## config.mk

```make
export PLATFORM = sky130hd
export DESIGN_NAME = trap_controller
export DESIGN_NICKNAME = d
export VERILOG_FILES = /design/src/rtl/trap_controller.sv
export SDC_FILE = /design/constraint.sdc
export NUM_CORES = 1
export LEC_CHECK = 0
export ABC_AREA = 1
export CORE_AREA = 2 2 186 188
export CTS_BUF_LIST = sky130_fd_sc_hd__clkbuf_4 sky130_fd_sc_hd__clkbuf_8
export CTS_CLUSTER_DIAMETER = 40
export DETAILED_ROUTE_END_ITERATION = 8
export DIE_AREA = 0 0 188 190
export GPL_TIMING_DRIVEN = 0
export MAX_ROUTING_LAYER = met4
export REMOVE_ABC_BUFFERS = 1
export SLEW_MARGIN = 40
export SYNTH_ARGS = -nofsm -noshare
export SYNTH_HDL_FRONTEND = slang
export SYNTH_SLANG_ARGS = --single-unit
```

## constraint.sdc

```tcl
create_clock -name clock_i -period 1.7 [get_ports clock_i]
set_input_delay 0.17 -clock clock_i [delete_from_list [all_inputs] [get_ports clock_i]]
set_output_delay 0.17 -clock clock_i [all_outputs]
set_load 0.05 [all_outputs]
```

## src/rtl/trap_controller.sv

```systemverilog
// trap_controller: M-mode trap entry and mret sequencer for the CSR file.
// Build option: TRAP_CTRL_VECTORED_EN enables vectored interrupt entry.
module trap_controller #(
  parameter int XLEN          = 64,
  parameter int VECTOR_STRIDE = 4
) (
  input  logic            clock_i,
  input  logic            reset_i,
  input  logic            exception_valid_i,
  input  logic [4:0]      exception_cause_i,
  input  logic [XLEN-1:0] exception_pc_i,
  input  logic [XLEN-1:0] exception_tval_i,
  input  logic            mret_valid_i,
  input  logic [XLEN-1:0] interrupt_pc_i,
  input  logic            irq_meip_i,
  input  logic            irq_mtip_i,
  input  logic            irq_msip_i,
  input  logic            mie_meie_i,
  input  logic            mie_mtie_i,
  input  logic            mie_msie_i,
  input  logic            mstatus_mie_i,
  input  logic [XLEN-3:0] mtvec_base_i,
  input  logic [1:0]      mtvec_mode_i,
  input  logic [XLEN-1:0] mepc_i,
  output logic            req_ready_o,
  output logic            trap_csr_we_o,
  output logic [11:0]     trap_csr_address_o,
  output logic [XLEN-1:0] trap_csr_data_o,
  input  logic            trap_csr_ack_i,
  output logic            mstatus_trap_o,
  output logic            mstatus_mret_o,
  output logic            redirect_valid_o,
  output logic [XLEN-1:0] redirect_pc_o,
  input  logic            redirect_ready_i,
  output logic            busy_o
);

  localparam logic [11:0] CSR_MEPC   = 12'h341;
  localparam logic [11:0] CSR_MCAUSE = 12'h342;
  localparam logic [11:0] CSR_MTVAL  = 12'h343;

  typedef enum logic [2:0] {
    IDLE,
    WR_MEPC,
    WR_MCAUSE,
    WR_MTVAL,
    WR_MSTATUS,
    REDIRECT
  } state_t;

  state_t state_q, state_d;

  logic            irq_q;
  logic            mret_q;
  logic [4:0]      cause_q;
  logic [XLEN-1:0] pc_q;
  logic [XLEN-1:0] tval_q;
  logic [XLEN-1:0] target_q;

  logic            irq_mei, irq_msi, irq_mti;
  logic            irq_take;
  logic [4:0]      irq_code;
  logic            acc_exc, acc_mret, acc_irq;
  logic [XLEN-1:0] base_addr;
  logic [XLEN-1:0] irq_tgt;

  assign irq_mei  = irq_meip_i & mie_meie_i;
  assign irq_msi  = irq_msip_i & mie_msie_i;
  assign irq_mti  = irq_mtip_i & mie_mtie_i;
  assign irq_take = mstatus_mie_i & (irq_mei | irq_msi | irq_mti);

  // Fixed interrupt priority: external, then software, then timer.
  always_comb begin
    irq_code = 5'd7;
    if (irq_mei)      irq_code = 5'd11;
    else if (irq_msi) irq_code = 5'd3;
  end

  assign acc_exc  = (state_q == IDLE) & exception_valid_i;
  assign acc_mret = (state_q == IDLE) & ~exception_valid_i
                  & mret_valid_i;
  assign acc_irq  = (state_q == IDLE) & ~exception_valid_i
                  & ~mret_valid_i & irq_take;

  assign base_addr = {mtvec_base_i, 2'b00};

`ifdef TRAP_CTRL_VECTORED_EN
  logic [XLEN-1:0] vec_off;
  assign vec_off = XLEN'(VECTOR_STRIDE) * XLEN'(irq_code);
  assign irq_tgt = (mtvec_mode_i == 2'd1) ? base_addr + vec_off
                                          : base_addr;
`else
  logic unused_mode;
  assign unused_mode = ^mtvec_mode_i;
  assign irq_tgt     = base_addr;
`endif

  // State register and request latch; mret target sampled late.
  always_ff @(posedge clock_i) begin
    if (reset_i) begin
      state_q  <= IDLE;
      irq_q    <= 1'b0;
      mret_q   <= 1'b0;
      cause_q  <= '0;
      pc_q     <= '0;
      tval_q   <= '0;
      target_q <= '0;
    end else begin
      state_q <= state_d;
      if (acc_exc) begin
        irq_q    <= 1'b0;
        mret_q   <= 1'b0;
        cause_q  <= exception_cause_i;
        pc_q     <= exception_pc_i;
        tval_q   <= exception_tval_i;
        target_q <= base_addr;
      end else if (acc_mret) begin
        irq_q    <= 1'b0;
        mret_q   <= 1'b1;
      end else if (acc_irq) begin
        irq_q    <= 1'b1;
        mret_q   <= 1'b0;
        cause_q  <= irq_code;
        pc_q     <= interrupt_pc_i;
        tval_q   <= '0;
        target_q <= irq_tgt;
      end
      if (state_q == WR_MSTATUS && mret_q) begin
        target_q <= mepc_i;
      end
    end
  end

  // Next-state and output decode.
  always_comb begin
    state_d            = state_q;
    req_ready_o        = 1'b0;
    trap_csr_we_o      = 1'b0;
    trap_csr_address_o = '0;
    trap_csr_data_o    = '0;
    mstatus_trap_o     = 1'b0;
    mstatus_mret_o     = 1'b0;
    redirect_valid_o   = 1'b0;
    redirect_pc_o      = '0;
    unique case (state_q)
      IDLE: begin
        req_ready_o = 1'b1;
        if (exception_valid_i)  state_d = WR_MEPC;
        else if (mret_valid_i)  state_d = WR_MSTATUS;
        else if (irq_take)      state_d = WR_MEPC;
      end
      WR_MEPC: begin
        trap_csr_we_o      = 1'b1;
        trap_csr_address_o = CSR_MEPC;
        trap_csr_data_o    = pc_q;
        if (trap_csr_ack_i) state_d = WR_MCAUSE;
      end
      WR_MCAUSE: begin
        trap_csr_we_o      = 1'b1;
        trap_csr_address_o = CSR_MCAUSE;
        trap_csr_data_o    = {irq_q, {(XLEN-6){1'b0}}, cause_q};
        if (trap_csr_ack_i) state_d = WR_MTVAL;
      end
      WR_MTVAL: begin
        trap_csr_we_o      = 1'b1;
        trap_csr_address_o = CSR_MTVAL;
        trap_csr_data_o    = tval_q;
        if (trap_csr_ack_i) state_d = WR_MSTATUS;
      end
      WR_MSTATUS: begin
        mstatus_trap_o = ~mret_q;
        mstatus_mret_o = mret_q;
        state_d        = REDIRECT;
      end
      REDIRECT: begin
        redirect_valid_o = 1'b1;
        redirect_pc_o    = target_q;
        if (redirect_ready_i) state_d = IDLE;
      end
      default: state_d = IDLE;
    endcase
  end

  assign busy_o = (state_q != IDLE);

endmodule

```

==> out/metrics.yaml, run 1 <==
run_status: "complete, but fails checks"
crit_top_cell: "buf_12"
timing.rr.end: "pc_q[35]"
r2r_start: "state_q[0]"
row_count: 68
numCtsBuffers: 42
synth.most_common_cell: "nand2_1"
drc: 0
avgSynthCellArea_um2: 6.19
synth-edff-count: 0
syn-instance-count: 1716
cts-root-buf: "clkbuf_8"
grt_pass1_vias: 12735
slowest_delay_ns: 0.41
path_class: "reg2out"
post-route-period-util_pct: 125
gr-total-overflow: 0
violations: "setup timing"
antenna_found_initial: 2
worst_setup_path_end_kind: "output port"
crit_slowest_cell: "dfxtp_4"
grt_max_degree: 74
wl_per_cell_um: 20.2
netlist.area_leader.share_pct: 38.1
worstPathCellList: "inv_4, nor2_4, buf_12, buf_12, clkbuf_16, nand3_1, nand2_1, buf_6"
max_freq_mhz: 471
cap_violations: 0
setup_ws_ns: -0.421
setup_viol: 338
fin_nets: 2596
yosys.area.top_type: "dfxtp_1"
areaGrowthSynthToFinish_pct: 89.6
rrSetupSlack_ns: -0.26
gp_congestion: 0.853
post_route_cells_drive_above_1_share_pct: 24.9
synth_ff_type: "dfxtp_1"
finalHoldViolations: 0
clkTransAtPathRegs_ns: 0.06
crit_required_ns: 1.53
arrival_ns: 1.95
io_pins: 484
cts.sinks: 202
drt_iter0_drc: 777
ys_seq_area_share_pct: 38.1
async_flop_share_pct: 0
drt-total-wl_mm: 55.4
yosys-top-cells-count: "474 x nand2_1, 330 x nor2_1, 202 x dfxtp_1"
clk_latency_ns: 0.54
r2r.worst_path.cells: 12
synth_cell_types: 21
fin_skew_ns: 0.0216
final_max_slew_viol_count: 0
ant_nets: 0
die_height_um: 190
yosys_register_bits: 202
syn_area_um2: 10600
via_per_inst: 4.98
worstMarginPinSlew_ns: 0.506
cp_max_fo: 8
p_leak_uw: 0.00909
cts.path.max_buffers: 3
grt_pass1_wl_mm: 76.4
p_per_area_nw_per_um2: 1540
ir_worst_vdd_mv: 0.712
slew_headroom_pct: 66.2
num_vias: 13654
post-route-util_pct: 59.3
die_w_um: 188
io_buffers: 474
htree_levels: 2
yosysWarnings: 0
core_um2: 33900
cts_tree: "yes"
start_util_pct: 31.3
cp-startpoint: "state_q[0]"
first_pass_iters: 6
rsz0062_at_grt: "true"
crit_end: "trap_csr_data_o[54]"
dieArea_um2: 35700
worst_setup_path_start_kind: "flop"
tns_ns: -79.46
synth.area.top_cells: "dfxtp_1 38%, nand2_1 17%, nor2_1 12%"
hp-class: "in2reg"
grtUsageTotal_pct: 28.6
hpwl_mm: 28.3
period_needed_ns: 2.12
## state kept, by name (all words and copies together) (netlist names)
signal    cells
cause_q       5
mret_q        1
state_q       3
irq_q         1
tval_q       64
pc_q         64
target_q     64
## routing by layer
layer / global-route usage [%] / up-vias / wire (µm)
met2: 47.9 / 629 / 26800
met1: 33.0 / 6370 / 21400
met4: 10.6 / 0 / 2060
li1: - / 6524 / -
met3: 7.47 / 131 / 5060
met5: - / - / 0
## logic make-up (layout without fill, tap and decap cells)
family / after synthesis / count (layout) / share of synthesized area, %
AND/OR/NAND/NOR: 1021 / 1031 / 39.8
buffers and inverters: 285 / 839 / 12.3
AO/OA/AOI/OAI: 207 / 207 / 9.76
flip-flops: 202 / 202 / 38.1
other: 1 / 9 / 0.0353
## cells in the final DEF (no fill, tap or decap), types with 25 or more instances in the layout
| cell | count |
|---|---|
| nor2_4 | 55 |
| nand4_1 | 65 |
| nand2_4 | 25 |
| buf_4 | 59 |
| nand2_2 | 34 |
| buf_8 | 51 |
| clkbuf_8 | 53 |
| dfxtp_1 | 199 |
| nor2_1 | 238 |
| nor2_2 | 41 |
| nand2_1 | 418 |
| inv_1 | 130 |
| o21ai_0 | 122 |
| clkdlybuf4s50_1 | 334 |
| a21oi_1 | 73 |
| nand3_1 | 119 |
| buf_12 | 31 |
| buf_6 | 88 |
## worst max-delay path: cells and delay by family (launching register included)
kind                   cells  cell delay (ns)
buffers and inverters      5             0.69
flip-flops                 1             0.41
AND/OR/NAND/NOR            3             0.29
## how the worst min path moves through the flow
stage,startpoint,slack (ns),to,cells after the start
after floorplan,reset_i,0.24,cause_q[4],1
after global placement,cause_q[1],0.46,cause_q[1],2
after detailed placement,cause_q[1],0.46,cause_q[1],2
after CTS,exception_tval_i[18],0.14,tval_q[18],3
after global routing,exception_tval_i[18],0.17,tval_q[18],3
final,exception_tval_i[61],0.19,tval_q[61],3
## what timing repair did
item / CTS / global route
gates cloned: 33 / 17
setup buffers: 57 / 32
pin swaps: 43 / 46
setup endpoints to repair: 338 / 341
hold endpoints to repair: 23 / 0
gates resized for setup: 1068 / 273
hold buffers: 1 / 0
## metrics by stage
stage	area [µm²]	total power (µW)	cells	hold slack (ns)	setup slack, ns
global route	20100	32700	2743	0.170	-0.497
CTS	18500	28800	2693	0.143	-0.444
finish	20100	31100	2743	0.186	-0.421
detailed placement	15700	18900	2530	0.460	-1.89
floorplan	9870	13700	1579	0.239	-3.19
global placement	15200	16800	2508	0.458	-7.29
## power by group
part | internal, µW | switching, µW
combinational | 7480 | 10800
sequential | 6310 | 806
clock | 3410 | 2260
## cell type report
class / count / area, µm²
timing repair buffer: 617 / 7460
tap: 455 / 569
fill: 3007 / 13800
clock buffer: 60 / 782
inverter: 142 / 607
sequential: 202 / 4060
multi-input combinational: 1245 / 6400
antenna: 2 / 5.00
timing repair inverter: 8 / 98.8
clock inverter: 12 / 143
No activity file was read; power rests on OpenSTA's default activity.
==> run 2, diff against run 1 <==
==> constraint.sdc (replaced) <==
create_clock -name clock_i -period 2.4 [get_ports clock_i]
set_input_delay 0.24 -clock clock_i [delete_from_list [all_inputs] [get_ports clock_i]]
set_output_delay 0.24 -clock clock_i [all_outputs]
set_load 0.05 [all_outputs]
==> out/metrics.yaml, run 2 (synthesized netlist as in run 1, its figures left out) <==
cts.sinks: 202
finalPower_uw: 18000
num_vias: 12627
cts_hold_buf: 0
layout_common_cells: "473 x nand2_1, 335 x clkdlybuf4s50_1, 324 x nor2_1"
post-route-period-util_pct: 97.3
ant_nets: 0
setup_viol: 0
via_per_inst: 4.78
post_route_cells_drive_above_1_share_pct: 13.0
finalHoldViolations: 0
p_seq_share_pct: 27.5
power_switching_share_pct: 44.6
post-route-util_pct: 49.4
period_needed_ns: 2.34
hp-class: "in2reg"
areaGrowthSynthToFinish_pct: 58.0
holdCritStartpoint: "reset_i"
fin_skew_ns: 0.0133
io_buffers: 474
wl_per_cell_um: 17.5
arrival_ns: 2.10
io_pins: 484
cts_tree: "yes"
grt_max_degree: 74
drt_iter0_drc: 693
p_per_area_nw_per_um2: 1070
slew_headroom_pct: 64.0
dieArea_um2: 35700
p_sw_uw: 8020
cts.path.max_buffers: 3
gr-total-overflow: 0
antenna_found_initial: 3
worstMarginPinSlew_ns: 0.539
drt-total-wl_mm: 46.2
die_w_um: 188
grt_pass1_wl_mm: 69.4
combPwrFrac_pct: 50.3
start_util_pct: 31.3
htree_levels: 2
path_class: "reg2out"
gp_congestion: 0.853
drc: 0
reg_top3: "pc_q (64), target_q (64), tval_q (64)"
die_height_um: 190
holdWs_ns: 0.0634
cts-root-buf: "clkbuf_8"
rsz0062_at_grt: "true"
fin_nets: 2491
cp-startpoint: "state_q[0]"
worst_setup_path_start_kind: "flop"
hold_depth: 2
row_count: 68
p_leak_uw: 0.00794
pwr-share-clk_pct: 22.2
worst_setup_path_end_kind: "output port"
r2r_start: "state_q[1]"
first_pass_iters: 5
internal-power_uw: 9960
ir_worst_vdd_mv: 0.473
clk_latency_ns: 0.53
core_um2: 33900
max_freq_mhz: 428
run_status: "finished, final reports clean"
cp_max_fo: 19
cap_violations: 0
hpwl_mm: 28.3
r2r.worst_path.cells: 11
layout_commonest_cell: "nand2_1"
clkTransAtPathRegs_ns: 0.06
numCtsBuffers: 42
tns_ns: 0
grtUsageTotal_pct: 25.6
grt_pass1_vias: 12160
crit_required_ns: 2.16
final_max_slew_viol_count: 0
## run 2: cell types whose count changed in the layout (fill, tap and decap cells not counted), moves of 25 or more
cell     previous run  this run
buf_2               2        62
buf_6              88         9
buf_8              51         6
nand2_1           418       473
nand2_2            34         1
nand3_1           119       144
nor2_1            238       324
nor2_2             41         5
nor2_4             55         5
## run 2: worst max-delay path: stages (launching register included)
cell	delay, ns
dfxtp_4	0.39
inv_1	0.09
nor2_4	0.16
buf_8	0.21
buf_16	0.18
nand3_1	0.08
nand2_1	0.14
buf_2	0.29
## run 2: path summary, 6_finish.rpt
| kind | end | slack, ns |
|---|---|---|
| min | tval_q[41] | 0.06 |
| min reg2reg | irq_q | 0.47 |
| max | trap_csr_data_o[58] | 0.06 |
| max reg2reg | pc_q[35] | 0.16 |
## run 2: cell type report
class,instances,area (µm²)
Antenna cell,3,7.51
Clock buffer,60,782
Clock inverter,12,143
Fill cell,3435,17200
Inverter,142,604
Multi-Input combinational cell,1240,5390
Sequential cell,202,4060
Tap cell,455,569
Timing Repair Buffer,523,5200
Timing Repair inverter,2,17.5
## run 2: metrics by stage
| step | area, µm² | setup WS, ns | instances |
|---|---|---|---|
| floorplan | 9870 | -2.49 | 1579 |
| global placement | 15200 | -6.66 | 2508 |
| detailed placement | 15700 | -1.21 | 2530 |
| CTS | 16700 | 0.000365 | 2634 |
| global route | 16800 | -0.0214 | 2639 |
| finish | 16800 | 0.0649 | 2639 |
## run 2: power groups by stage
stage	logic [µW]	clock network, µW	registers, µW
after floorplan	5090	0	4850
after global placement	7600	0	4860
after detailed placement	8440	0	4970
after CTS	9090	4110	4930
after global routing	9860	4250	5050
final	9050	3990	4950
## run 2: metal layers
| layer | track usage (%) | share of wire, % | up-vias | routed length (µm) |
|---|---|---|---|---|
| li1 | - | - | 6284 | - |
| met1 | 29.5 | 40 | 5726 | 18700 |
| met2 | 42.5 | 48 | 521 | 22000 |
| met3 | 6.94 | 8.6 | 96 | 3960 |
| met4 | 9.90 | 3.4 | 0 | 1570 |
| met5 | - | 0 | - | 0 |
## run 2: what timing repair did
action | CTS | global route
resized for setup | 658 | 72
buffers inserted | 18 | 2
setup endpoints to repair | 297 | 136
pin swaps | 6 | 0
gates cloned | 14 | 0
==> run 3, diff against run 2 <==
--- a/config.mk
+++ b/config.mk
@@ -8,12 +8,14 @@
 export ABC_AREA = 1
 export CORE_AREA = 2 2 186 188
 export CTS_BUF_LIST = sky130_fd_sc_hd__clkbuf_4 sky130_fd_sc_hd__clkbuf_8
-export CTS_CLUSTER_DIAMETER = 40
+export CTS_CLUSTER_DIAMETER = 200
+export CTS_CLUSTER_SIZE = 12
 export DETAILED_ROUTE_END_ITERATION = 8
 export DIE_AREA = 0 0 188 190
 export GPL_TIMING_DRIVEN = 0
 export MAX_ROUTING_LAYER = met4
 export REMOVE_ABC_BUFFERS = 1
+export SETUP_SLACK_MARGIN = 0.2
 export SLEW_MARGIN = 40
 export SYNTH_ARGS = -nofsm -noshare
 export SYNTH_HDL_FRONTEND = slang
==> out/metrics.yaml, run 3 (synthesized netlist as in run 1, its figures left out) <==
reg_top3: "pc_q (64), target_q (64), tval_q (64)"
cts_hold_buf: 0
crit_slowest_cell: "dfxtp_4"
power_switching_share_pct: 47.4
wl_per_cell_um: 19.1
layout_commonest_cell: "nand2_1"
post_route_cells_drive_above_1_share_pct: 17.5
numCtsBuffers: 20
layout_common_cells: "423 x nand2_1, 334 x clkdlybuf4s50_1, 291 x nor2_1"
num_vias: 13010
grt_pass1_wl_mm: 71.3
setup_viol: 0
hp-class: "in2reg"
gp_congestion: 0.853
grtUsageTotal_pct: 26.2
cts.sinks: 202
final_max_slew_viol_count: 0
internal-power_uw: 9250
cp_max_fo: 8
clkTransAtPathRegs_ns: 0.09
crit_buf_inv: 6
io_pins: 484
die_w_um: 188
worst_setup_path_end_kind: "output port"
drc: 0
worst_setup_path_start_kind: "flop"
busiest_layer: "met2"
fin_nets: 2518
via_per_inst: 4.93
design_area_um2: 17900
cts.path.max_buffers: 3
start_util_pct: 31.3
path_class: "reg2out"
pwr-share-clk_pct: 11.7
drt-total-wl_mm: 50.4
row_count: 68
areaGrowthSynthToFinish_pct: 68.9
gr-total-overflow: 0
p_seq_share_pct: 28.3
htree_levels: 1
period_needed_ns: 2.29
ant_nets: 0
crit_required_ns: 2.16
run_status: "finished, final reports clean"
pre_cts_ws_ns: -1.21
grtUsageMet1_pct: 30.9
io_buffers: 474
worstMarginPinSlew_ns: 0.535
crit_family: "buffers and inverters"
fillCellCount: 3280
slew_headroom_pct: 64.5
setup_ws_ns: 0.115
fin_skew_ns: 0.0133
gr-usage-met3_pct: 6.12
multi_input_area_um2: 5820
hpwl_mm: 28.3
dieArea_um2: 35700
arrival_ns: 2.05
p_leak_uw: 0.00829
placed_area_um2: 15700
combPwrFrac_pct: 60.0
die_height_um: 190
post-route-period-util_pct: 95.2
core_um2: 33900
slowest_delay_ns: 0.37
max_freq_mhz: 438
grt_use_met2_pct: 44.2
grt_pass1_vias: 12159
p_sw_uw: 8340
ir_worst_vdd_mv: 0.402
register_area_um2: 4060
cts-root-buf: "clkbuf_8"
antenna_found_initial: 4
first_pass_iters: 5
drt_iter0_drc: 741
grt_max_degree: 74
finalHoldViolations: 0
worstPathCellList: "buf_12, nor2_4, clkbuf_16, buf_12, buf_16, clkbuf_16, nand2_2, nand2_2, buf_8"
p_per_area_nw_per_um2: 981
rsz0062_at_grt: "true"
cts_tree: "yes"
cap_violations: 0
clk_latency_ns: 0.54
-- run 3: routing by layer --
metal,vias up,routed length (µm)
met2,557,24500
met5,-,0
met3,99,4500
met1,6043,19900
met4,0,1500
li1,6311,-
-- run 3: metrics by stage --
stage	instances	utilization (%)	hold slack, ns	TNS [ns]	power [µW]
after global routing	2638	52.8	0.0247	0	18700
after CTS	2601	49.3	0.00342	0	16700
after global placement	2508	44.7	0.458	-1380.60	12500
final	2638	52.8	0.0451	0	17600
after floorplan	1579	-	0.309	-587.69	9950
after detailed placement	2530	46.4	0.460	-180.73	13400
-- run 3: final timing paths --
path         startpoint                  end  slack, ns  depth (start not counted)
max          state_q[2]  trap_csr_data_o[14]       0.11                          9
min             reset_i           tval_q[31]       0.05                          2
max reg2reg  state_q[1]          target_q[6]       0.30                         12
min reg2reg       irq_q                irq_q       0.48                          2
-- run 3: layout make-up --
type / count / area share (%)
repair buffers: 567 / 36.1
multi-input cells: 1240 / 32.4
flip-flops and latches: 202 / 22.6
inverters: 142 / 3.41
well taps: 455 / 3.18
clock buffers: 22 / 1.69
repair inverters: 7 / 0.537
diodes: 3 / 0.0419
-- run 3: repair_timing --
item                                    in CTS  in global routing
buffers inserted                            32                 19
cloned                                      17                 15
endpoints found under the setup margin     329                155
gates resized for setup                    858                273
pin swaps                                   10                 42
-- run 3: power by group through the flow --
stage	Clock (µW)	Combinational [µW]	Sequential, µW
after floorplan	0	5090	4850
after global placement	0	7600	4860
after detailed placement	0	8440	4970
after CTS	2130	9700	4910
after global routing	2260	11400	5080
final	2060	10600	4970
